**config.mk**
```make
export PLATFORM = sky130hd
export DESIGN_NAME = i2c_mem_arbiter_flat
export DESIGN_NICKNAME = d
export VERILOG_FILES = /design/src/rtl/i2c_mem_arbiter_if.sv /design/src/rtl/i2c_mem_arbiter.sv /design/src/flat_wrapper.sv
export SDC_FILE = /design/constraint.sdc
export NUM_CORES = 1
export LEC_CHECK = 0
export BUFFER_PORTS_ARGS = -buffer_cell sky130_fd_sc_hd__clkbuf_2
export CORE_UTILIZATION = 46
export DETAILED_ROUTE_END_ITERATION = 12
export MAX_ROUTING_LAYER = met4
export PLACE_DENSITY_LB_ADDON = 0.05
export SLEW_MARGIN = 20
export SYNTH_ARGS = -nofsm -noshare
export SYNTH_HDL_FRONTEND = slang
export SYNTH_SLANG_ARGS = --single-unit
export TNS_END_PERCENT = 100
```
**constraint.sdc**
```tcl
create_clock -name clk_i -period 1.9 [get_ports clk_i]
set_clock_uncertainty 0.2 [all_clocks]
set_input_delay 0.285 -clock clk_i [delete_from_list [all_inputs] [get_ports clk_i]]
set_output_delay 0.285 -clock clk_i [all_outputs]
set_load 0.005 [all_outputs]
```
**src/rtl/i2c_mem_arbiter_if.sv**
```systemverilog
// Requester and Wishbone signal bundle for the two-port RAM arbiter; master is the arbiter view.
interface i2c_mem_arbiter_if #(
  parameter int ADR_W = 8
);
  logic             r0_req;
  logic             r0_we;
  logic [ADR_W-1:0] r0_adr;
  logic [7:0]       r0_wdat;
  logic             r0_ack;
  logic             r0_err;
  logic [7:0]       r0_rdat;

  logic             r1_req;
  logic             r1_we;
  logic [ADR_W-1:0] r1_adr;
  logic [7:0]       r1_wdat;
  logic             r1_ack;
  logic             r1_err;
  logic [7:0]       r1_rdat;

  logic [ADR_W-1:0] wb_adr_o;
  logic [7:0]       wb_dat_o;
  logic             wb_we_o;
  logic             wb_cyc_o;
  logic             wb_stb_o;
  logic [3:0]       wb_sel_o;
  logic [2:0]       wb_cti_o;
  logic [1:0]       wb_bte_o;
  logic [7:0]       wb_dat_i;
  logic             wb_ack_i;
  logic             wb_err_i;

  logic             gnt_o;
  logic             busy_o;

  modport master (
    input  r0_req, r0_we, r0_adr, r0_wdat,
    output r0_ack, r0_err, r0_rdat,
    input  r1_req, r1_we, r1_adr, r1_wdat,
    output r1_ack, r1_err, r1_rdat,
    output wb_adr_o, wb_dat_o, wb_we_o, wb_cyc_o, wb_stb_o, wb_sel_o, wb_cti_o, wb_bte_o,
    input  wb_dat_i, wb_ack_i, wb_err_i,
    output gnt_o, busy_o
  );

  modport slave (
    output r0_req, r0_we, r0_adr, r0_wdat,
    input  r0_ack, r0_err, r0_rdat,
    output r1_req, r1_we, r1_adr, r1_wdat,
    input  r1_ack, r1_err, r1_rdat,
    input  wb_adr_o, wb_dat_o, wb_we_o, wb_cyc_o, wb_stb_o, wb_sel_o, wb_cti_o, wb_bte_o,
    output wb_dat_i, wb_ack_i, wb_err_i,
    input  gnt_o, busy_o
  );
endinterface

```
**src/rtl/i2c_mem_arbiter.sv**
```systemverilog
// Round-robin arbiter of two byte requesters onto one Wishbone single-cycle master; cycle starts 1 clk after request,
// requesters are held until the slave acks/errs (plus one turnaround clock). WB_ARB_TIMEOUT_EN adds a bus watchdog.
module i2c_mem_arbiter #(
  parameter int ADR_W       = 8,
  parameter int TIMEOUT_CYC = 255
) (
  input logic               clk_i,
  input logic               rst_i,
  i2c_mem_arbiter_if.master bus
);

  typedef enum logic [1:0] {IDLE, BUS, DONE} state_t;

  state_t state, state_nxt;
  logic   last;
  logic   win;
  logic   grant;
  logic   fin_ok;
  logic   fin_err;
  logic   timeout;

  // On a tie the port that was not granted last wins; a lone request always wins.
  assign win = bus.r0_req ? (bus.r1_req & ~last) : 1'b1;

`ifdef WB_ARB_TIMEOUT_EN
  localparam int CNT_W = $clog2(TIMEOUT_CYC + 1);
  logic [CNT_W-1:0] to_cnt;

  assign timeout = (state == BUS) && (to_cnt == CNT_W'(TIMEOUT_CYC - 1));

  always_ff @(posedge clk_i) begin
    if (rst_i || state != BUS) to_cnt <= '0;
    else                       to_cnt <= to_cnt + 1'b1;
  end
`else
  logic timeout_unused;
  assign timeout        = 1'b0;
  assign timeout_unused = (TIMEOUT_CYC == 0);
`endif

  always_ff @(posedge clk_i) begin
    if (rst_i) state <= IDLE;
    else       state <= state_nxt;
  end

  always_comb begin
    state_nxt = state;
    grant     = 1'b0;
    fin_ok    = 1'b0;
    fin_err   = 1'b0;
    case (state)
      IDLE: begin
        if (bus.r0_req || bus.r1_req) begin
          grant     = 1'b1;
          state_nxt = BUS;
        end
      end
      BUS: begin
        if (bus.wb_err_i || timeout) begin
          fin_err   = 1'b1;
          state_nxt = DONE;
        end else if (bus.wb_ack_i) begin
          fin_ok    = 1'b1;
          state_nxt = DONE;
        end
      end
      DONE:    state_nxt = IDLE;
      default: state_nxt = IDLE;
    endcase
  end

  always_ff @(posedge clk_i) begin
    if (rst_i) begin
      bus.wb_cyc_o <= 1'b0;
      bus.wb_stb_o <= 1'b0;
      bus.wb_we_o  <= 1'b0;
      bus.wb_adr_o <= '0;
      bus.wb_dat_o <= '0;
      bus.gnt_o    <= 1'b0;
      last         <= 1'b1;
      bus.r0_ack   <= 1'b0;
      bus.r0_err   <= 1'b0;
      bus.r1_ack   <= 1'b0;
      bus.r1_err   <= 1'b0;
      bus.r0_rdat  <= '0;
      bus.r1_rdat  <= '0;
    end else begin
      bus.r0_ack <= fin_ok  & ~bus.gnt_o;
      bus.r1_ack <= fin_ok  &  bus.gnt_o;
      bus.r0_err <= fin_err & ~bus.gnt_o;
      bus.r1_err <= fin_err &  bus.gnt_o;

      if (grant) begin
        bus.gnt_o    <= win;
        bus.wb_adr_o <= win ? bus.r1_adr  : bus.r0_adr;
        bus.wb_dat_o <= win ? bus.r1_wdat : bus.r0_wdat;
        bus.wb_we_o  <= win ? bus.r1_we   : bus.r0_we;
        bus.wb_cyc_o <= 1'b1;
        bus.wb_stb_o <= 1'b1;
      end

      if (fin_ok || fin_err) begin
        bus.wb_cyc_o <= 1'b0;
        bus.wb_stb_o <= 1'b0;
        bus.wb_we_o  <= 1'b0;
        last         <= bus.gnt_o;
      end

      // Read data is only captured on a clean ack; an error leaves the old value visible.
      if (fin_ok && !bus.wb_we_o) begin
        if (bus.gnt_o) bus.r1_rdat <= bus.wb_dat_i;
        else           bus.r0_rdat <= bus.wb_dat_i;
      end
    end
  end

  assign bus.busy_o   = (state != IDLE);
  assign bus.wb_sel_o = 4'hF;
  assign bus.wb_cti_o = 3'b111;
  assign bus.wb_bte_o = 2'b00;

endmodule
```
**src/flat_wrapper.sv**
```systemverilog
// flat-port wrapper written by rule: the top's interface ports become plain ports
module i2c_mem_arbiter_flat 
#(
  parameter int ADR_W       = 8,
  parameter int TIMEOUT_CYC = 255
)
  (clk_i, rst_i, bus_r0_req, bus_r0_we, bus_r0_adr, bus_r0_wdat, bus_r0_ack, bus_r0_err, bus_r0_rdat, bus_r1_req, bus_r1_we, bus_r1_adr, bus_r1_wdat, bus_r1_ack, bus_r1_err, bus_r1_rdat, bus_wb_adr_o, bus_wb_dat_o, bus_wb_we_o, bus_wb_cyc_o, bus_wb_stb_o, bus_wb_sel_o, bus_wb_cti_o, bus_wb_bte_o, bus_wb_dat_i, bus_wb_ack_i, bus_wb_err_i, bus_gnt_o, bus_busy_o);
  i2c_mem_arbiter_if #(.ADR_W(ADR_W)) bus_i ();
  input logic clk_i;
  input logic rst_i;
  input wire logic [$bits(bus_i.r0_req)-1:0] bus_r0_req;
  input wire logic [$bits(bus_i.r0_we)-1:0] bus_r0_we;
  input wire logic [$bits(bus_i.r0_adr)-1:0] bus_r0_adr;
  input wire logic [$bits(bus_i.r0_wdat)-1:0] bus_r0_wdat;
  output wire logic [$bits(bus_i.r0_ack)-1:0] bus_r0_ack;
  output wire logic [$bits(bus_i.r0_err)-1:0] bus_r0_err;
  output wire logic [$bits(bus_i.r0_rdat)-1:0] bus_r0_rdat;
  input wire logic [$bits(bus_i.r1_req)-1:0] bus_r1_req;
  input wire logic [$bits(bus_i.r1_we)-1:0] bus_r1_we;
  input wire logic [$bits(bus_i.r1_adr)-1:0] bus_r1_adr;
  input wire logic [$bits(bus_i.r1_wdat)-1:0] bus_r1_wdat;
  output wire logic [$bits(bus_i.r1_ack)-1:0] bus_r1_ack;
  output wire logic [$bits(bus_i.r1_err)-1:0] bus_r1_err;
  output wire logic [$bits(bus_i.r1_rdat)-1:0] bus_r1_rdat;
  output wire logic [$bits(bus_i.wb_adr_o)-1:0] bus_wb_adr_o;
  output wire logic [$bits(bus_i.wb_dat_o)-1:0] bus_wb_dat_o;
  output wire logic [$bits(bus_i.wb_we_o)-1:0] bus_wb_we_o;
  output wire logic [$bits(bus_i.wb_cyc_o)-1:0] bus_wb_cyc_o;
  output wire logic [$bits(bus_i.wb_stb_o)-1:0] bus_wb_stb_o;
  output wire logic [$bits(bus_i.wb_sel_o)-1:0] bus_wb_sel_o;
  output wire logic [$bits(bus_i.wb_cti_o)-1:0] bus_wb_cti_o;
  output wire logic [$bits(bus_i.wb_bte_o)-1:0] bus_wb_bte_o;
  input wire logic [$bits(bus_i.wb_dat_i)-1:0] bus_wb_dat_i;
  input wire logic [$bits(bus_i.wb_ack_i)-1:0] bus_wb_ack_i;
  input wire logic [$bits(bus_i.wb_err_i)-1:0] bus_wb_err_i;
  output wire logic [$bits(bus_i.gnt_o)-1:0] bus_gnt_o;
  output wire logic [$bits(bus_i.busy_o)-1:0] bus_busy_o;
  assign bus_i.r0_req = bus_r0_req;
  assign bus_i.r0_we = bus_r0_we;
  assign bus_i.r0_adr = bus_r0_adr;
  assign bus_i.r0_wdat = bus_r0_wdat;
  assign bus_r0_ack = bus_i.r0_ack;
  assign bus_r0_err = bus_i.r0_err;
  assign bus_r0_rdat = bus_i.r0_rdat;
  assign bus_i.r1_req = bus_r1_req;
  assign bus_i.r1_we = bus_r1_we;
  assign bus_i.r1_adr = bus_r1_adr;
  assign bus_i.r1_wdat = bus_r1_wdat;
  assign bus_r1_ack = bus_i.r1_ack;
  assign bus_r1_err = bus_i.r1_err;
  assign bus_r1_rdat = bus_i.r1_rdat;
  assign bus_wb_adr_o = bus_i.wb_adr_o;
  assign bus_wb_dat_o = bus_i.wb_dat_o;
  assign bus_wb_we_o = bus_i.wb_we_o;
  assign bus_wb_cyc_o = bus_i.wb_cyc_o;
  assign bus_wb_stb_o = bus_i.wb_stb_o;
  assign bus_wb_sel_o = bus_i.wb_sel_o;
  assign bus_wb_cti_o = bus_i.wb_cti_o;
  assign bus_wb_bte_o = bus_i.wb_bte_o;
  assign bus_i.wb_dat_i = bus_wb_dat_i;
  assign bus_i.wb_ack_i = bus_wb_ack_i;
  assign bus_i.wb_err_i = bus_wb_err_i;
  assign bus_gnt_o = bus_i.gnt_o;
  assign bus_busy_o = bus_i.busy_o;
  i2c_mem_arbiter #(.ADR_W(ADR_W), .TIMEOUT_CYC(TIMEOUT_CYC)) u_core (.clk_i(clk_i), .rst_i(rst_i), .bus(bus_i));
endmodule
```
==> results_dict.tcl, run 1 <==
set metrics [dict create \
    use_met1_pct 25.84 \
    grt-ovfl-total 0 \
    dp_hpwl_mm 3.187 \
    drive_above_1_share_pct 40.61 \
    area_growth_pct 26.42 \
    avgSynthCellArea_um2 9.515 \
    synth-simple-area-share_pct 18.35 \
    grtUsageMet3_pct 4.333 \
    drv_cap 0 \
    fill_cells 405 \
    dieArea_um2 4611 \
    dr_total_vias 1782 \
    crit_fanout 22 \
    p_leak_nw 1.159 \
    ys_seq_area_share_pct 42.08 \
    synth_compound_area_share_pct 21.48 \
    clock.fmax_mhz 627.5 \
    period_share_pct 83.88 \
    die_y_um 67.91 \
    grtUsageTotal_pct 20.69 \
    ys.flop_type "dfxtp_1" \
    antenna_found_initial 0 \
    ir_drop_mv 0.5079 \
    cts.repair.resized 0 \
    cts_setup_buffers 0 \
    startpoint_type "flip-flop" \
    finalSetupTns_ps 0 \
    startpoint "u_core.state[1]$_SDFFE_PP0P_" \
    core_area_um2 4086 \
    hold_start "bus_r0_adr[2]" \
    end_kind "primary output" \
    status "finished clean" \
    path_clk_slew_ps 80 \
    die_x_um 67.91 \
    r2r_start "u_core.state[1]$_SDFFE_PP0P_" \
    cts_buffers 5 \
    clock_latency_ps 280 \
    wirelength_mm 4.510 \
    r2r_slack_ps 350 \
    place_congestion 0.6988 \
    synth_top_family_by_area "compound AO/OA/AOI/OAI gates" \
    h-tree-depth 2 \
    wire_per_inst_um 13.15 \
    final_nets 340 \
    drc 0 \
    synth_xor_area_share_pct 0 \
    worstPathArrival_ps 1110 \
    seqCellArea_um2 840.8 \
    powerDensity_nw_per_um2 775.4 \
    cts_buffer_depth 2 \
    initial_core_util_pct 48.90 \
    dr.pass1.iters 4 \
    crit_type "reg -> out" \
    io_buffers 88 \
    grt_max_degree 32 \
    pre_cts_ws_ps 286.2 \
    finalHoldViolCount 0 \
    antennaDiodeCount 0 \
    numClockSinks 42 \
    synth_edf_count 0 \
    yosysWarnings 0 \
    synthMuxAreaShare_pct 8.015 \
    min_path_type "in -> reg" \
    finalSetupViolations 0 \
    required_ps 1410 \
    grt_pass1_vias 1561 \
    design_area_um2 2526 \
    syn_area_um2 1998 \
    grt_pass1_wl_mm 7.176 \
    drt-initial-drc-count 73 \
    synth.distinct_cells 29 \
    async_flop_share_pct 0 \
    synth_fa_ha_area_share_pct 0 \
    rsz0062_at_grt "false" \
    cts_tree "done" \
    placed_area_um2 2435 \
    timing.final.crit_period_ps 1594 \
    multiInputGateArea_um2 996.0 \
    setup_ws_ps 306.2 \
    cts.hold.buffers_added 0 \
    use_met2_pct 34.90 \
    final_max_slew_viol_count 0 \
    hold_slack_ps 58.52 \
    via_per_inst 5.195 \
    ioPinCount 98 \
    rows 23 \
    gr-max-usage-layer "met2" \
    ant_nets 0 \
    synth_seq_cells 42 \
    clockRootBuffer "clkbuf_8" \
    syn_inst 210 \
]
-- kinds of logic (layout without fill, tap and decap cells) --
family / Yosys count / after routing
AND/OR/NAND/NOR: 60 / 60
buffers and inverters: 32 / 108
multiplexers: 16 / 16
AO/OA/AOI/OAI: 58 / 58
other: 2 / 9
flip-flops: 42 / 42
-- through the flow --
stage | power [W] | cells | util [%]
after floorplan | 0.001257 | 217 | -
after global placement | 0.001398 | 335 | 59.58
after detailed placement | 0.001402 | 335 | 59.58
after CTS | 0.001978 | 343 | 61.82
after global routing | 0.002065 | 343 | 61.82
final | 0.001959 | 343 | 61.82
-- worst max-delay path: stages, from the launching register on --
cell	delay, ps
dfxtp_1	310
nor2_1	180
buf_12	190
inv_1	50
clkbuf_2	100
-- metal layers --
metal	part of all wire (%)	wire length, um	vias to the layer above
li1	-	-	897
met1	46	2060	802
met2	47	2130	81
met3	6.9	310	2
met4	0.18	8	0
met5	0	0	-
-- final cells by class --
cell class              instances  share of cell area [%]
repair buffers                 98                   20.90
multi-input cells             143                   39.43
inverters                       2                  0.2972
flip-flops and latches         42                   33.28
well taps                      50                   2.476
clock inverters                 1                  0.1981
clock buffers                   7                   3.418
-- cells in the final DEF (no fill, tap or decap), drive strengths merged --
cell type	Yosys	layout
a211o	1	1
a21oi	20	20
a311oi	18	18
and2	1	1
buf	21	10
clkbuf	9	95
clkinv	0	1
conb	2	9
dfxtp	42	42
inv	2	2
mux2i	16	16
nand2	1	1
nand2b	28	28
nand3	17	17
nor2	4	4
nor2b	1	1
nor3	1	1
nor4	1	1
nor4b	3	3
nor4bb	1	1
o21a	1	1
o21ai	17	17
o21bai	1	1
or2	1	1
or4	1	1
-- synthesized netlist by cell type, types with 2 or more instances --
master    count  share of area (%)
buf_6         4                2.3
mux2i_1      16                8.0
inv_1         2               0.38
buf_2         5                1.3
nand3_1      17                4.3
o21ai_0      17                4.3
conb_1        2               0.38
nand2b_1     27                8.5
a311oi_1      8                3.5
buf_4        10                3.8
nor4b_1       3                1.3
buf_1         2               0.38
a311oi_2     10                7.5
dfxtp_1      42                 42
a21oi_1      20                5.0
nor2_1        4               0.75
clkbuf_1      9                1.7
-- flip-flops by register name, summed over array words and instances (netlist names), 2 cells and up --
| name | count |
|---|---|
| u_core.bus.r1_rdat | 8 |
| u_core.bus.r0_rdat | 8 |
| u_core.bus.wb_adr_o | 8 |
| u_core.state | 2 |
| u_core.bus.wb_dat_o | 8 |
-- power by group --
part | total [W] | internal (W) | switching (W)
Sequential | 0.000977 | 0.000941 | 0.0000361
Combinational | 0.000402 | 0.000195 | 0.000207
Clock | 0.000579 | 0.000293 | 0.000286
Total | 0.00196 | 0.00143 | 0.000529
-- path summary, 6_finish.rpt --
kind                            cells past startpoint                                  end
worst min-delay path                                3  u_core.bus.wb_adr_o[2]$_SDFFE_PP0P_
worst max register to register                      3   u_core.bus.r0_rdat[7]$_SDFFE_PP0P_
worst min register to register                      2   u_core.bus.r1_rdat[5]$_SDFFE_PP0P_
worst max-delay path                                4                           bus_busy_o
No activity file was read; power rests on OpenSTA's default activity.
==> run 2, diff against run 1 <==
--- a/config.mk
+++ b/config.mk
@@ -6,7 +6,7 @@
 export NUM_CORES = 1
 export LEC_CHECK = 0
 export BUFFER_PORTS_ARGS = -buffer_cell sky130_fd_sc_hd__clkbuf_2
-export CORE_UTILIZATION = 46
+export CORE_UTILIZATION = 41
 export DETAILED_ROUTE_END_ITERATION = 12
 export MAX_ROUTING_LAYER = met4
 export PLACE_DENSITY_LB_ADDON = 0.05
==> constraint.sdc (replaced) <==
create_clock -name clk_i -period 1.4 [get_ports clk_i]
set_clock_uncertainty 0.2 [all_clocks]
set_input_delay 0.21 -clock clk_i [delete_from_list [all_inputs] [get_ports clk_i]]
set_output_delay 0.21 -clock clk_i [all_outputs]
set_load 0.005 [all_outputs]
==> results_dict.tcl, run 2 (synthesis results as in run 1) <==
set metrics [dict create \
    ioPinCount 98 \
    status "finished with violations" \
    drv_cap 0 \
    setup_ws_ps -58.12 \
    crit_type "reg -> reg" \
    final_max_slew_viol_count 0 \
    finalSetupTns_ps -487.9 \
    grt_pass1_wl_mm 8.245 \
    core_area_um2 4692 \
    startpoint_type "flip-flop" \
    clockRootBuffer "clkbuf_8" \
    powerDensity_nw_per_um2 987.3 \
    wl_met3_um 207 \
    wire_per_inst_um 13.00 \
    rows 25 \
    ir_drop_mv 0.5349 \
    cts_tree "done" \
    die_y_um 71.81 \
    area_growth_pct 49.53 \
    required_ps 1380 \
    drc 0 \
    met1Wirelength_mm 2.241 \
    ant_nets 0 \
    numClockSinks 42 \
    grt_pass1_vias 1831 \
    via_per_inst 4.969 \
    initial_core_util_pct 42.59 \
    mostFrequentLayoutCell "clkbuf_2" \
    place_congestion 0.7441 \
    top_layer "met4" \
    dieArea_um2 5157 \
    h-tree-depth 2 \
    drive_above_1_share_pct 43.32 \
    min_path_type "in -> reg" \
    multiInputGateArea_um2 1026 \
    wirelength_mm 5.083 \
    most-common-layout-cells "88 x clkbuf_2, 38 x dfxtp_1, 26 x nand2b_1" \
    fin_total_pwr_w 0.002950 \
    die_x_um 71.81 \
    finalSetupViolations 10 \
    clock.fmax_mhz 685.8 \
    violations "setup timing" \
    grt-ovfl-total 0 \
    worstPathArrival_ps 1430 \
    p_leak_nw 1.375 \
    dr_total_vias 1943 \
    io_buffers 88 \
    timing.final.crit_period_ps 1458 \
    end_kind "flip-flop" \
    path_clk_slew_ps 80 \
    final_nets 384 \
    drt-initial-drc-count 33 \
    cts_buffer_depth 2 \
    antenna_found_initial 0 \
    clock_latency_ps 290 \
    cts_buffers 5 \
    grt_max_degree 27 \
    wl_met2_mm 2.562 \
    antennaDiodeCount 0 \
    fill_cells 410 \
    seqCellArea_um2 845.8 \
    crit_fanout 8 \
    rsz0062_at_grt "true" \
    dp_hpwl_mm 3.484 \
    dr.pass1.iters 6 \
    grtUsageTotal_pct 20.87 \
    period_share_pct 104.2 \
    finalHoldViolCount 0 \
]
-- run 2: cell types whose count changed in the layout (fill, tap and decap cells not counted), sizes merged --
cell	before	now
clkinv	1	0
bufinv	0	1
dlygate4sd3	0	24
and2	1	2
buf	10	29
-- run 2: power by group --
group	leakage [nW]	total, W	internal (W)	switching [W]
logic	0.978	0.000684	0.000372	0.000312
clock network	0.0524	0.000934	0.000534	0.000401
registers	0.345	0.00133	0.00128	0.0000520
-- run 2: metrics by stage --
stage	cells	util [%]	area (um2)	hold slack, ps	setup slack [ps]
detailed placement	355	55.07	2584	262.3	-109.1
global route	391	63.68	2988	5.040	-95.15
global placement	355	55.07	2584	262.9	-99.45
floorplan	217	-	2054	165.1	-36.72
finish	391	63.68	2988	3.124	-58.12
CTS	390	63.20	2965	0.1561	-62.41
-- run 2: path summary, 6_finish.rpt --
path	from	endpoint	slack [ps]	cells past startpoint
max	u_core.state[1]$_SDFFE_PP0P_	u_core.bus.r0_rdat[0]$_SDFFE_PP0P_	-60	3
min	bus_wb_dat_i[3]	u_core.bus.r0_rdat[3]$_SDFFE_PP0P_	3	3
max reg2reg	u_core.state[1]$_SDFFE_PP0P_	u_core.bus.r0_rdat[0]$_SDFFE_PP0P_	-60	3
min reg2reg	u_core.bus.r1_rdat[4]$_SDFFE_PP0P_	u_core.bus.r1_rdat[4]$_SDFFE_PP0P_	270	2
-- run 2: area by class of cell --
type | count | area share [%]
Clock buffer | 7 | 2.554
Clock inverter | 1 | 1.005
Inverter | 2 | 0.2513
Multi-Input combinational cell | 144 | 34.34
Sequential cell | 42 | 28.31
Tap cell | 54 | 2.261
Timing Repair Buffer | 141 | 31.28
-- run 2: critical path: stages, from the launching register on --
cell and delay (ps):
dfxtp_2 330, nand2b_4 150, or4_4 520, mux2i_1 150
-- run 2: routing by layer --
layer / global-route usage, % / vias up
met5: - / -
met4: 8.497 / 0
met3: 3.376 / 6
met2: 37.00 / 57
met1: 23.24 / 892
li1: - / 988
-- run 2: what timing repair did --
action,4_1_cts,5_1_grt
pin swaps,1,0
endpoints found under the setup margin,11,37
hold endpoints to repair,20,0
gates cloned,0,1
buffers inserted,3,0
resized for setup,5,5
hold buffers,24,0
